[config.mk]
export PLATFORM = sky130hd
export DESIGN_NAME = tl_timed_cntr_flat
export DESIGN_NICKNAME = d
export VERILOG_FILES = /design/src/rtl/tl_timed_cntr_if.sv /design/src/rtl/tl_timed_cntr.sv /design/src/flat_wrapper.sv
export SDC_FILE = /design/constraint.sdc
export NUM_CORES = 1
export LEC_CHECK = 0
export CELL_PAD_IN_SITES_DETAIL_PLACEMENT = 1
export CELL_PAD_IN_SITES_GLOBAL_PLACEMENT = 2
export CORE_UTILIZATION = 30
export CTS_CLUSTER_SIZE = 40
export DETAILED_ROUTE_END_ITERATION = 10
export GPL_TIMING_DRIVEN = 1
export PLACE_DENSITY = 0.81
export SETUP_SLACK_MARGIN = 0.15
export SYNTH_ARGS = -nofsm -noshare
export SYNTH_HDL_FRONTEND = slang
export SYNTH_SLANG_ARGS = --single-unit
[constraint.sdc]
create_clock -name clk -period 3.5 [get_ports clk]
set_clock_uncertainty 0.1 [all_clocks]
set_input_delay 0.35 -clock clk [delete_from_list [all_inputs] [get_ports clk]]
set_output_delay 0.35 -clock clk [all_outputs]
set_load 0.05 [all_outputs]
[src/rtl/tl_timed_cntr_if.sv]
// Sensor/freeze inputs and state/dwell outputs of the traffic-light sequencer.
// The controller side (bench or system) uses master; the sequencer uses slave.
interface tl_timed_cntr_if #(
  parameter int TW = 6
);
  logic          Ta;
  logic          Tb;
  logic          hold;
  logic [1:0]    state;
  logic [TW-1:0] cnt;
  logic          change;

  modport master (output Ta, Tb, hold, input state, cnt, change);
  modport slave  (input Ta, Tb, hold, output state, cnt, change);
endinterface

[src/rtl/tl_timed_cntr.sv]
// Counter-qualified two-road traffic light sequencer: min/max green, fixed
// yellow, demand-driven hand-over, maintenance freeze.
module tl_timed_cntr #(
  parameter int YEL_CYC = 4,
  parameter int MIN_GRN = 8,
  parameter int MAX_GRN = 32,
  parameter int TW      = 6
) (
  input  logic           clk,
  input  logic           reset_n,
  tl_timed_cntr_if.slave bus
);

  typedef enum logic [1:0] {
    S_GA = 2'b11,
    S_YA = 2'b00,
    S_GB = 2'b01,
    S_YB = 2'b10
  } state_t;

  localparam logic [TW-1:0] C_MIN = TW'(MIN_GRN - 1);
  localparam logic [TW-1:0] C_MAX = TW'(MAX_GRN - 1);
  localparam logic [TW-1:0] C_YEL = TW'(YEL_CYC - 1);

  state_t        r_state;
  logic [TW-1:0] r_cnt;
  logic          r_change;

  state_t        w_next;
  logic          w_exit;
  logic [TW-1:0] w_cnt_inc;

  // Opposite-road demand hands over once min green is met; own-road demand
  // only delays hand-over until max green, which prevents starvation.
  function automatic logic green_exit(input logic [TW-1:0] c,
                                      input logic          opp,
                                      input logic          own);
    return (c >= C_MIN) && opp && (!own || (c == C_MAX));
  endfunction

  function automatic logic [TW-1:0] sat_inc(input logic [TW-1:0] c,
                                            input logic [TW-1:0] lim);
    return (c == lim) ? c : c + 1'b1;
  endfunction

  always_comb begin
    w_exit    = 1'b0;
    w_next    = r_state;
    w_cnt_inc = r_cnt + 1'b1;
    case (r_state)
      S_GA: begin
        w_exit    = green_exit(r_cnt, bus.Tb, bus.Ta);
        w_next    = S_YA;
        w_cnt_inc = sat_inc(r_cnt, C_MAX);
      end
      S_YA: begin
        w_exit = (r_cnt == C_YEL);
        w_next = S_GB;
      end
      S_GB: begin
        w_exit    = green_exit(r_cnt, bus.Ta, bus.Tb);
        w_next    = S_YB;
        w_cnt_inc = sat_inc(r_cnt, C_MAX);
      end
      S_YB: begin
        w_exit = (r_cnt == C_YEL);
        w_next = S_GA;
      end
      default: begin
        w_exit = 1'b1;
        w_next = S_GA;
      end
    endcase
  end

  // Single registered stage: state, dwell count and entry pulse.
  always_ff @(posedge clk or negedge reset_n) begin
    if (!reset_n) begin
      r_state  <= S_GA;
      r_cnt    <= '0;
      r_change <= 1'b0;
    end else if (bus.hold) begin
      r_change <= 1'b0;
    end else if (w_exit) begin
      r_state  <= w_next;
      r_cnt    <= '0;
      r_change <= 1'b1;
    end else begin
      r_cnt    <= w_cnt_inc;
      r_change <= 1'b0;
    end
  end

  assign bus.state  = r_state;
  assign bus.cnt    = r_cnt;
  assign bus.change = r_change;

endmodule

[src/flat_wrapper.sv]
// flat-port wrapper written by rule: the top's interface ports become plain ports
module tl_timed_cntr_flat 
#(
  parameter int YEL_CYC = 4,
  parameter int MIN_GRN = 8,
  parameter int MAX_GRN = 32,
  parameter int TW      = 6
)
  (clk, reset_n, bus_Ta, bus_Tb, bus_hold, bus_state, bus_cnt, bus_change);
  tl_timed_cntr_if #(.TW(TW)) bus_i ();
  input  logic clk;
  input  logic reset_n;
  input wire logic [$bits(bus_i.Ta)-1:0] bus_Ta;
  input wire logic [$bits(bus_i.Tb)-1:0] bus_Tb;
  input wire logic [$bits(bus_i.hold)-1:0] bus_hold;
  output wire logic [$bits(bus_i.state)-1:0] bus_state;
  output wire logic [$bits(bus_i.cnt)-1:0] bus_cnt;
  output wire logic [$bits(bus_i.change)-1:0] bus_change;
  assign bus_i.Ta = bus_Ta;
  assign bus_i.Tb = bus_Tb;
  assign bus_i.hold = bus_hold;
  assign bus_state = bus_i.state;
  assign bus_cnt = bus_i.cnt;
  assign bus_change = bus_i.change;
  tl_timed_cntr #(.YEL_CYC(YEL_CYC), .MIN_GRN(MIN_GRN), .MAX_GRN(MAX_GRN), .TW(TW)) u_core (.clk(clk), .reset_n(reset_n), .bus(bus_i));
endmodule
==> results of run 1 <==
==> metal layers <==
layer	wire length (um)	GRT usage, %
met3	37	1.60
met4	4	3.64
met2	561	21.2
met5	0	0
met1	692	22.8
==> final cells by class <==
class / instances / area (um^2)
Clock buffer: 4 / 26.3
Inverter: 5 / 18.8
Timing Repair Buffer: 13 / 130
Tap cell: 25 / 31.3
Sequential cell: 9 / 228
Fill cell: 204 / 996
Multi-Input combinational cell: 43 / 315
==> through the flow <==
stage	cell area, um^2	setup WS (ns)
floorplan	562	1.32
global placement	723	1.41
detailed placement	723	1.42
CTS	749	1.40
global route	749	1.27
finish	749	1.41
==> cell families (layout without fill, tap and decap cells) <==
group / count (synthesis) / in the layout / share of synthesized area [%]
AO/OA/AOI/OAI: 10 / 10 / 13.1
flip-flops: 9 / 9 / 40.5
adder cells (fa/ha/maj): 5 / 5 / 11.1
XOR/XNOR: 4 / 4 / 6.24
AND/OR/NAND/NOR: 22 / 22 / 21.2
multiplexers: 2 / 2 / 4.45
buffers and inverters: 5 / 22 / 3.34
==> worst max path at each step <==
stage / from / to / slack (ns) / depth (start not counted)
after global routing: u_core.bus.cnt[0] / u_core.bus.state[1] / 1.27 / 5
final: u_core.bus.state[1] / bus_state[1] / 1.41 / 1
after floorplan: u_core.bus.state[0] / u_core.bus.state[1] / 1.32 / 7
after global placement: bus_Ta / u_core.bus.state[1] / 1.41 / 6
after detailed placement: u_core.bus.state[0] / u_core.bus.state[1] / 1.42 / 7
after CTS: u_core.bus.cnt[0] / u_core.bus.state[1] / 1.40 / 5
==> synth_stat cells <==
cell | instances | area, um^2
sky130_fd_sc_hd__o31a_1 | 1 | 8.76
sky130_fd_sc_hd__xor2_1 | 2 | 17.5
sky130_fd_sc_hd__nand3_2 | 1 | 10.0
sky130_fd_sc_hd__nor3b_1 | 1 | 7.51
sky130_fd_sc_hd__nand3_1 | 1 | 5.00
sky130_fd_sc_hd__dfrtp_1 | 7 | 175
sky130_fd_sc_hd__nand2_1 | 7 | 26.3
sky130_fd_sc_hd__o21ai_0 | 1 | 5.00
sky130_fd_sc_hd__a31oi_1 | 1 | 6.26
sky130_fd_sc_hd__nor3_2 | 1 | 10.0
sky130_fd_sc_hd__xnor2_1 | 2 | 17.5
sky130_fd_sc_hd__nor3_1 | 1 | 5.00
sky130_fd_sc_hd__ha_1 | 5 | 62.6
sky130_fd_sc_hd__nand2b_1 | 1 | 6.26
sky130_fd_sc_hd__a221oi_2 | 1 | 15.0
sky130_fd_sc_hd__dfstp_2 | 2 | 52.6
sky130_fd_sc_hd__o22ai_1 | 2 | 12.5
sky130_fd_sc_hd__o31ai_1 | 1 | 7.51
sky130_fd_sc_hd__mux2_4 | 1 | 15.0
sky130_fd_sc_hd__nor3_4 | 1 | 16.3
sky130_fd_sc_hd__mux2i_1 | 1 | 10.0
sky130_fd_sc_hd__a21oi_1 | 1 | 5.00
sky130_fd_sc_hd__o21ai_2 | 1 | 8.76
sky130_fd_sc_hd__o21ai_1 | 1 | 5.00
sky130_fd_sc_hd__inv_1 | 5 | 18.8
sky130_fd_sc_hd__nand4_1 | 1 | 6.26
sky130_fd_sc_hd__nor2_1 | 7 | 26.3
==> sequential cells by signal, summed over array words and instances, names as in the netlist <==
| signal | flops |
|---|---|
| u_core.bus.change | 1 |
| u_core.bus.state | 2 |
| u_core.bus.cnt | 6 |
==> placed cells by master (no fill, tap or decap) <==
cell type,synthesis,layout
sky130_fd_sc_hd__dfrtp_1,7,7
sky130_fd_sc_hd__clkbuf_4,0,3
sky130_fd_sc_hd__clkbuf_1,0,1
sky130_fd_sc_hd__nor2_1,7,7
sky130_fd_sc_hd__a31oi_1,1,1
sky130_fd_sc_hd__o21ai_2,1,1
sky130_fd_sc_hd__xor2_1,2,2
sky130_fd_sc_hd__nand3_1,1,1
sky130_fd_sc_hd__nor3_1,1,1
sky130_fd_sc_hd__ha_1,5,5
sky130_fd_sc_hd__o31a_1,1,1
sky130_fd_sc_hd__xnor2_1,2,2
sky130_fd_sc_hd__nand4_1,1,1
sky130_fd_sc_hd__nand3_2,1,1
sky130_fd_sc_hd__clkdlybuf4s50_1,0,13
sky130_fd_sc_hd__nor3b_1,1,1
sky130_fd_sc_hd__o22ai_1,2,2
sky130_fd_sc_hd__nor3_2,1,1
sky130_fd_sc_hd__o31ai_1,1,1
sky130_fd_sc_hd__nand2_1,7,7
sky130_fd_sc_hd__dfstp_2,2,2
sky130_fd_sc_hd__mux2i_1,1,1
sky130_fd_sc_hd__inv_1,5,5
sky130_fd_sc_hd__nand2b_1,1,1
sky130_fd_sc_hd__a21oi_1,1,1
sky130_fd_sc_hd__mux2_4,1,1
sky130_fd_sc_hd__o21ai_0,1,1
sky130_fd_sc_hd__nor3_4,1,1
sky130_fd_sc_hd__a221oi_2,1,1
sky130_fd_sc_hd__o21ai_1,1,1
==> report_power, final <==
part,internal (mW),switching [mW]
logic,0.142,0.252
clock network,0.0438,0.0345
registers,0.150,0.0538
total,0.335,0.341
==> implementation parameters, run 1 <==
Parameter                              Value

Synthesis
  Count of cell types in the netlist    27
  Synth warnings    0
  Flip-flop and latch count after synthesis    9
  Gate count after technology mapping    57
  Post-synthesis area per instance    just under 10 um^2
  Synth Cell Area    562 um^2
  Post-synthesis sequential area ratio    about 40%
  Synthesized net count    67

Power and ir drop
  Overall power consumption    just under 0.7 mW
  Power per standard cell area    902 mW/mm^2
  Cell leakage power    0.316 nW
  Maximum ir drop on the vdd rail    366 uV

Route
  Overall via count from detail_route    474
  Drt via density    4.79
  Number of search-and-repair iterations in the first detailed-routing pass    3
  Sum of routed wire length over all layers    around 1300 um
  DRC violation count after routing    0
  Antenna violation net count after detailed routing    0
  Post-detailed-route wirelength per cell    between 10 and 15 um
  Initial drt markers    4

GRT
  Number of global-route vias before repair    ~450
  Initial antenna violation count    0
  Remaining global-route overflow    0
  First-pass GRT wire length    2150 um
  Total track usage    14.6%
  Pin count of the biggest net entering global routing    10

Clock network
  Total clock sinks    9
  Clock tree root buffer cell    sky130_fd_sc_hd__clkbuf_4
  Clock latency of the later-clocked register in the worst-skew pair    between 0.2 and 0.3 ns
  CTS-repair resized insts    0
  CTS H-tree depth    1
  Count of hold buffers inserted by post-cts repair    0
  Clock tree from TritonCTS    done
  Number of buffers created by CTS    3
  Clock slew at reported path FFs    0.06 ns
  Number of buffers between clock root and the deepest sink    2
  Setup bufs post-CTS    0

Final layout
  Final non-filler cell total    99
  Core Util, Final    42.9%
  NumNets Final    85
  Relative area change from synthesis to final layout    33.4%
  Count of inserted antenna diode cells    0
  Fraction of final layout cells sized beyond drive strength 1    14.9%

Timing
  Max-slew violations    0
  Number of hold violations in the final report    0
  Post-route fraction of the period consumed by the critical path    59.8%
  Relative slew slack    61.8%
  Setup repair after global routing missed its margin    false
  Setup Viol. Count Final    0
  Clock period minus final worst setup slack    2.09 ns
  Tightest hold margin    0.289 ns
  Achievable frequency    0.478 GHz
  Measured slew at the worst slew-check pin    0.568 ns
  Total negative slack    0 ns

Worst setup path
  CP arrival    1.64 ns
  Path depth of the worst reg2reg path    7
  Critical R2R Capture    u_core.bus.state[1]
  Critical Path End Type    output pin
  Kind of critical path    reg -> out
  Max stage delay on crit path    0.82 ns
  Crit path required time    roughly 3.1 ns
  R2R Setup Slk    1.43 ns
  Startpoint of the lowest-slack register-to-register path    u_core.bus.state[0]
  Startpoint Class    register
  Kind of cell with the highest combined delay on the critical path    buffers and inverters
  Combined buffer and inverter count along the critical path    1
  Cell at the slowest stage of the critical path    sky130_fd_sc_hd__clkdlybuf4s50_1
  Worst-path maximum fanout    5
  List of cells traversed by the critical path    clkdlybuf4s50_1

Floorplanning
  Cell Rows    15
  Area inside the core boundary    0.00175 mm^2
  Number of I/O pins    14
  Die footprint    between 0.002 and 0.0025 mm^2
  Initial Util    32.2%
  Die Wd    45.3 um
  Die Height    approximately 45 um

Job
  Max cap viols    0

Placed design
  Post-detailed-placement half-perimeter wirelength    1030 um
  Final GP Congestion    0.728
  Post-Place Cells    95
  Number of buffers added on ports    13

Run status
  Run status    complete, no violations

Worst hold path
  Hold crit path type    in -> async
Note: power is estimated with default switching activity, not from simulation.
==> inputs of run 2 (changes only) <==
--- a/config.mk
+++ b/config.mk
@@ -7,11 +7,11 @@
 export LEC_CHECK = 0
 export CELL_PAD_IN_SITES_DETAIL_PLACEMENT = 1
 export CELL_PAD_IN_SITES_GLOBAL_PLACEMENT = 2
-export CORE_UTILIZATION = 30
+export CORE_UTILIZATION = 28
 export CTS_CLUSTER_SIZE = 40
 export DETAILED_ROUTE_END_ITERATION = 10
 export GPL_TIMING_DRIVEN = 1
-export PLACE_DENSITY = 0.81
+export PLACE_DENSITY = 0.76
 export SETUP_SLACK_MARGIN = 0.15
 export SYNTH_ARGS = -nofsm -noshare
 export SYNTH_HDL_FRONTEND = slang
==> constraint.sdc (replaced) <==
create_clock -name clk -period 2 [get_ports clk]
set_clock_uncertainty 0.1 [all_clocks]
set_input_delay 0.2 -clock clk [delete_from_list [all_inputs] [get_ports clk]]
set_output_delay 0.2 -clock clk [all_outputs]
set_load 0.05 [all_outputs]
==> run 2 against run 1 <==
Effect of this change: non-clock buffer count is 8 higher; utilization is 9.5 points higher; final cell count is 8.1% higher; flip-flop and latch count stayed put; register-to-register slack worse by 1.4 ns; cell area is 26% higher; via count is 5.5% higher; total power is 120% higher; critical endpoint is now u_core.bus.state[1]; largest cell class unchanged; largest power group unchanged.
==> implementation parameters, run 2 (synthesis gave the netlist of run 1 again) <==
Parameter                              Value

Run status
  Run status    complete, no violations

Clock network
  Number of buffers created by CTS    3
  Clock tree from TritonCTS    done
  Clock latency of the later-clocked register in the worst-skew pair    0.26 ns
  Number of buffers between clock root and the deepest sink    2
  Total clock sinks    9
  Clock slew at reported path FFs    0.06 ns
  CTS H-tree depth    1
  Clock tree root buffer cell    sky130_fd_sc_hd__clkbuf_4

Final layout
  Area used by sequential logic in the layout    239 um^2
  Highest-count cells in the layout ignoring fill and taps    sky130_fd_sc_hd__buf_4, sky130_fd_sc_hd__nand2_1, sky130_fd_sc_hd__clkdlybuf4s50_1, sky130_fd_sc_hd__nor2_2, sky130_fd_sc_hd__dfrtp_1
  Core Util, Final    52.4%
  NumNets Final    93
  Count of inserted antenna diode cells    0
  Number of filler instances in the final layout    roughly 210
  Fraction of final layout cells sized beyond drive strength 1    52.4%
  Flip-flop count of the largest register, all copies and words added    6
  Relative area change from synthesis to final layout    68.2%
  Most common cell after layout, fill and taps aside    sky130_fd_sc_hd__buf_4
  Area of the multi-input gates    418 um^2

Floorplanning
  Number of I/O pins    14
  Die Height    46.8 um
  Die Wd    between 40 and 50 um
  Initial Util    31.2%
  Cell Rows    15
  Die footprint    0.00219 mm^2
  Area inside the core boundary    0.00180 mm^2

Timing
  Relative slew slack    65.6%
  Clock period minus final worst setup slack    about 2.0 ns
  Achievable frequency    0.511 GHz
  Setup repair after global routing missed its margin    true
  Max-slew violations    0
  Number of hold violations in the final report    0
  Post-route fraction of the period consumed by the critical path    97.9%
  Measured slew at the worst slew-check pin    between 0.5 and 0.6 ns
  Total negative slack    0 ns
  Setup Viol. Count Final    0

Route
  Sum of routed wire length over all layers    1480 um
  Antenna violation net count after detailed routing    0
  Initial drt markers    3
  Post-detailed-route wirelength per cell    ~14 um
  DRC violation count after routing    0
  Overall via count from detail_route    500
  Drt via density    roughly 4.7
  Number of search-and-repair iterations in the first detailed-routing pass    4

Worst setup path
  Crit path required time    2.09 ns
  Startpoint of the lowest-slack register-to-register path    u_core.bus.state[0]
  Path depth of the worst reg2reg path    7
  Startpoint Class    register
  List of cells traversed by the critical path    inv_6, ha_4, nor2_4, nor3b_2, a221oi_2, nor3_4, mux2_4
  CP arrival    2.04 ns
  Cell at the slowest stage of the critical path    sky130_fd_sc_hd__dfstp_4
  Kind of critical path    reg -> reg
  Critical Path End Type    register
  Max stage delay on crit path    0.66 ns
  R2R Setup Slk    0.04 ns
  Worst-path maximum fanout    4
  Start point of the critical path    u_core.bus.state[0]
  Critical R2R Capture    u_core.bus.state[1]
  End point of the critical path    u_core.bus.state[1]

Placed design
  Final GP Congestion    0.781
  Post-detailed-placement half-perimeter wirelength    1070 um
  Number of buffers added on ports    13

Power and ir drop
  Cell leakage power    between 0.4 and 0.5 nW
  Overall power consumption    about 1.5 mW
  Maximum ir drop on the vdd rail    roughly 760 uV
  Power per standard cell area    roughly 1600 mW/mm^2

Worst hold path
  Hold crit path type    in -> async

GRT
  Initial antenna violation count    0
  First-pass GRT wire length    2300 um
  Total track usage    roughly 16%
  Number of global-route vias before repair    500
  Pin count of the biggest net entering global routing    10
  Remaining global-route overflow    0

Job
  Max cap viols    0
-- run 2: cell count changes in the layout (fill, tap and decap cells not counted), moves of 4 or more --
cell	before	now
sky130_fd_sc_hd__buf_4	0	8
sky130_fd_sc_hd__clkdlybuf4s50_1	13	6
sky130_fd_sc_hd__nor2_1	7	1
sky130_fd_sc_hd__ha_1	5	1
sky130_fd_sc_hd__nor2_2	0	4
-- run 2: timing repair --
item,in CTS,in global routing
cloned,0,0
setup endpoints to repair,10,12
pin swaps,4,2
gates resized for setup,9,13
hold buffers,0,0
setup buffers,2,3
-- run 2: stage by stage --
| step | cells | hold slack, ns | setup WS (ns) | cell area [um^2] |
|---|---|---|---|---|
| 4_1_cts | 104 | 0.152 | 0.0448 | 865 |
| 3_3_place_gp | 98 | 0.426 | 0.0729 | 797 |
| 2_1_floorplan | 57 | -0.196 | -0.0246 | 618 |
| 3_5_place_dp | 98 | 0.432 | 0.0586 | 797 |
| 6_report | 107 | 0.155 | 0.0428 | 945 |
| 5_1_grt | 107 | 0.159 | -0.0177 | 945 |
-- run 2: layout make-up --
| cell class | instances | share of cell area [%] |
|---|---|---|
| Timing Repair Buffer | 21 | 21.9 |
| Inverter | 5 | 2.52 |
| Sequential cell | 9 | 25.3 |
| Tap cell | 25 | 3.31 |
| Clock buffer | 4 | 2.78 |
| Multi-Input combinational cell | 43 | 44.2 |
-- run 2: worst min path at each step --
stage / to / cells past startpoint / slack [ns] / from
after CTS: u_core.bus.cnt[3] / 1 / 0.15 / reset_n
after detailed placement: u_core.bus.change / 1 / 0.43 / reset_n
after global placement: u_core.bus.change / 1 / 0.43 / reset_n
after global routing: u_core.bus.cnt[5] / 1 / 0.16 / reset_n
final: u_core.bus.cnt[3] / 1 / 0.15 / reset_n
after floorplan: u_core.bus.change / 0 / -0.20 / reset_n
-- run 2: power by group --
part	leakage [nW]	internal (mW)	switching, mW
sequential	0.111	0.282	0.0857
combinational	0.291	0.406	0.564
clock	0.0150	0.0768	0.0632
-- run 2: layer usage --
metal | part of all wire, % | up-vias | global-route usage, %
li1 | - | 249 | -
met1 | 52 | 240 | 22.9
met2 | 43 | 9 | 22.2
met3 | 3.4 | 2 | 1.92
met4 | 1.6 | 0 | 12.0
met5 | 0 | - | 0
-- run 2: critical path, delay by kind of cell, from the launching register on --
kind / cells / cell delay (ns)
flip-flops: 1 / 0.66
AO/OA/AOI/OAI: 1 / 0.36
multiplexers: 1 / 0.31
AND/OR/NAND/NOR: 3 / 0.27
adder cells (fa/ha/maj): 1 / 0.15
buffers and inverters: 1 / 0.05
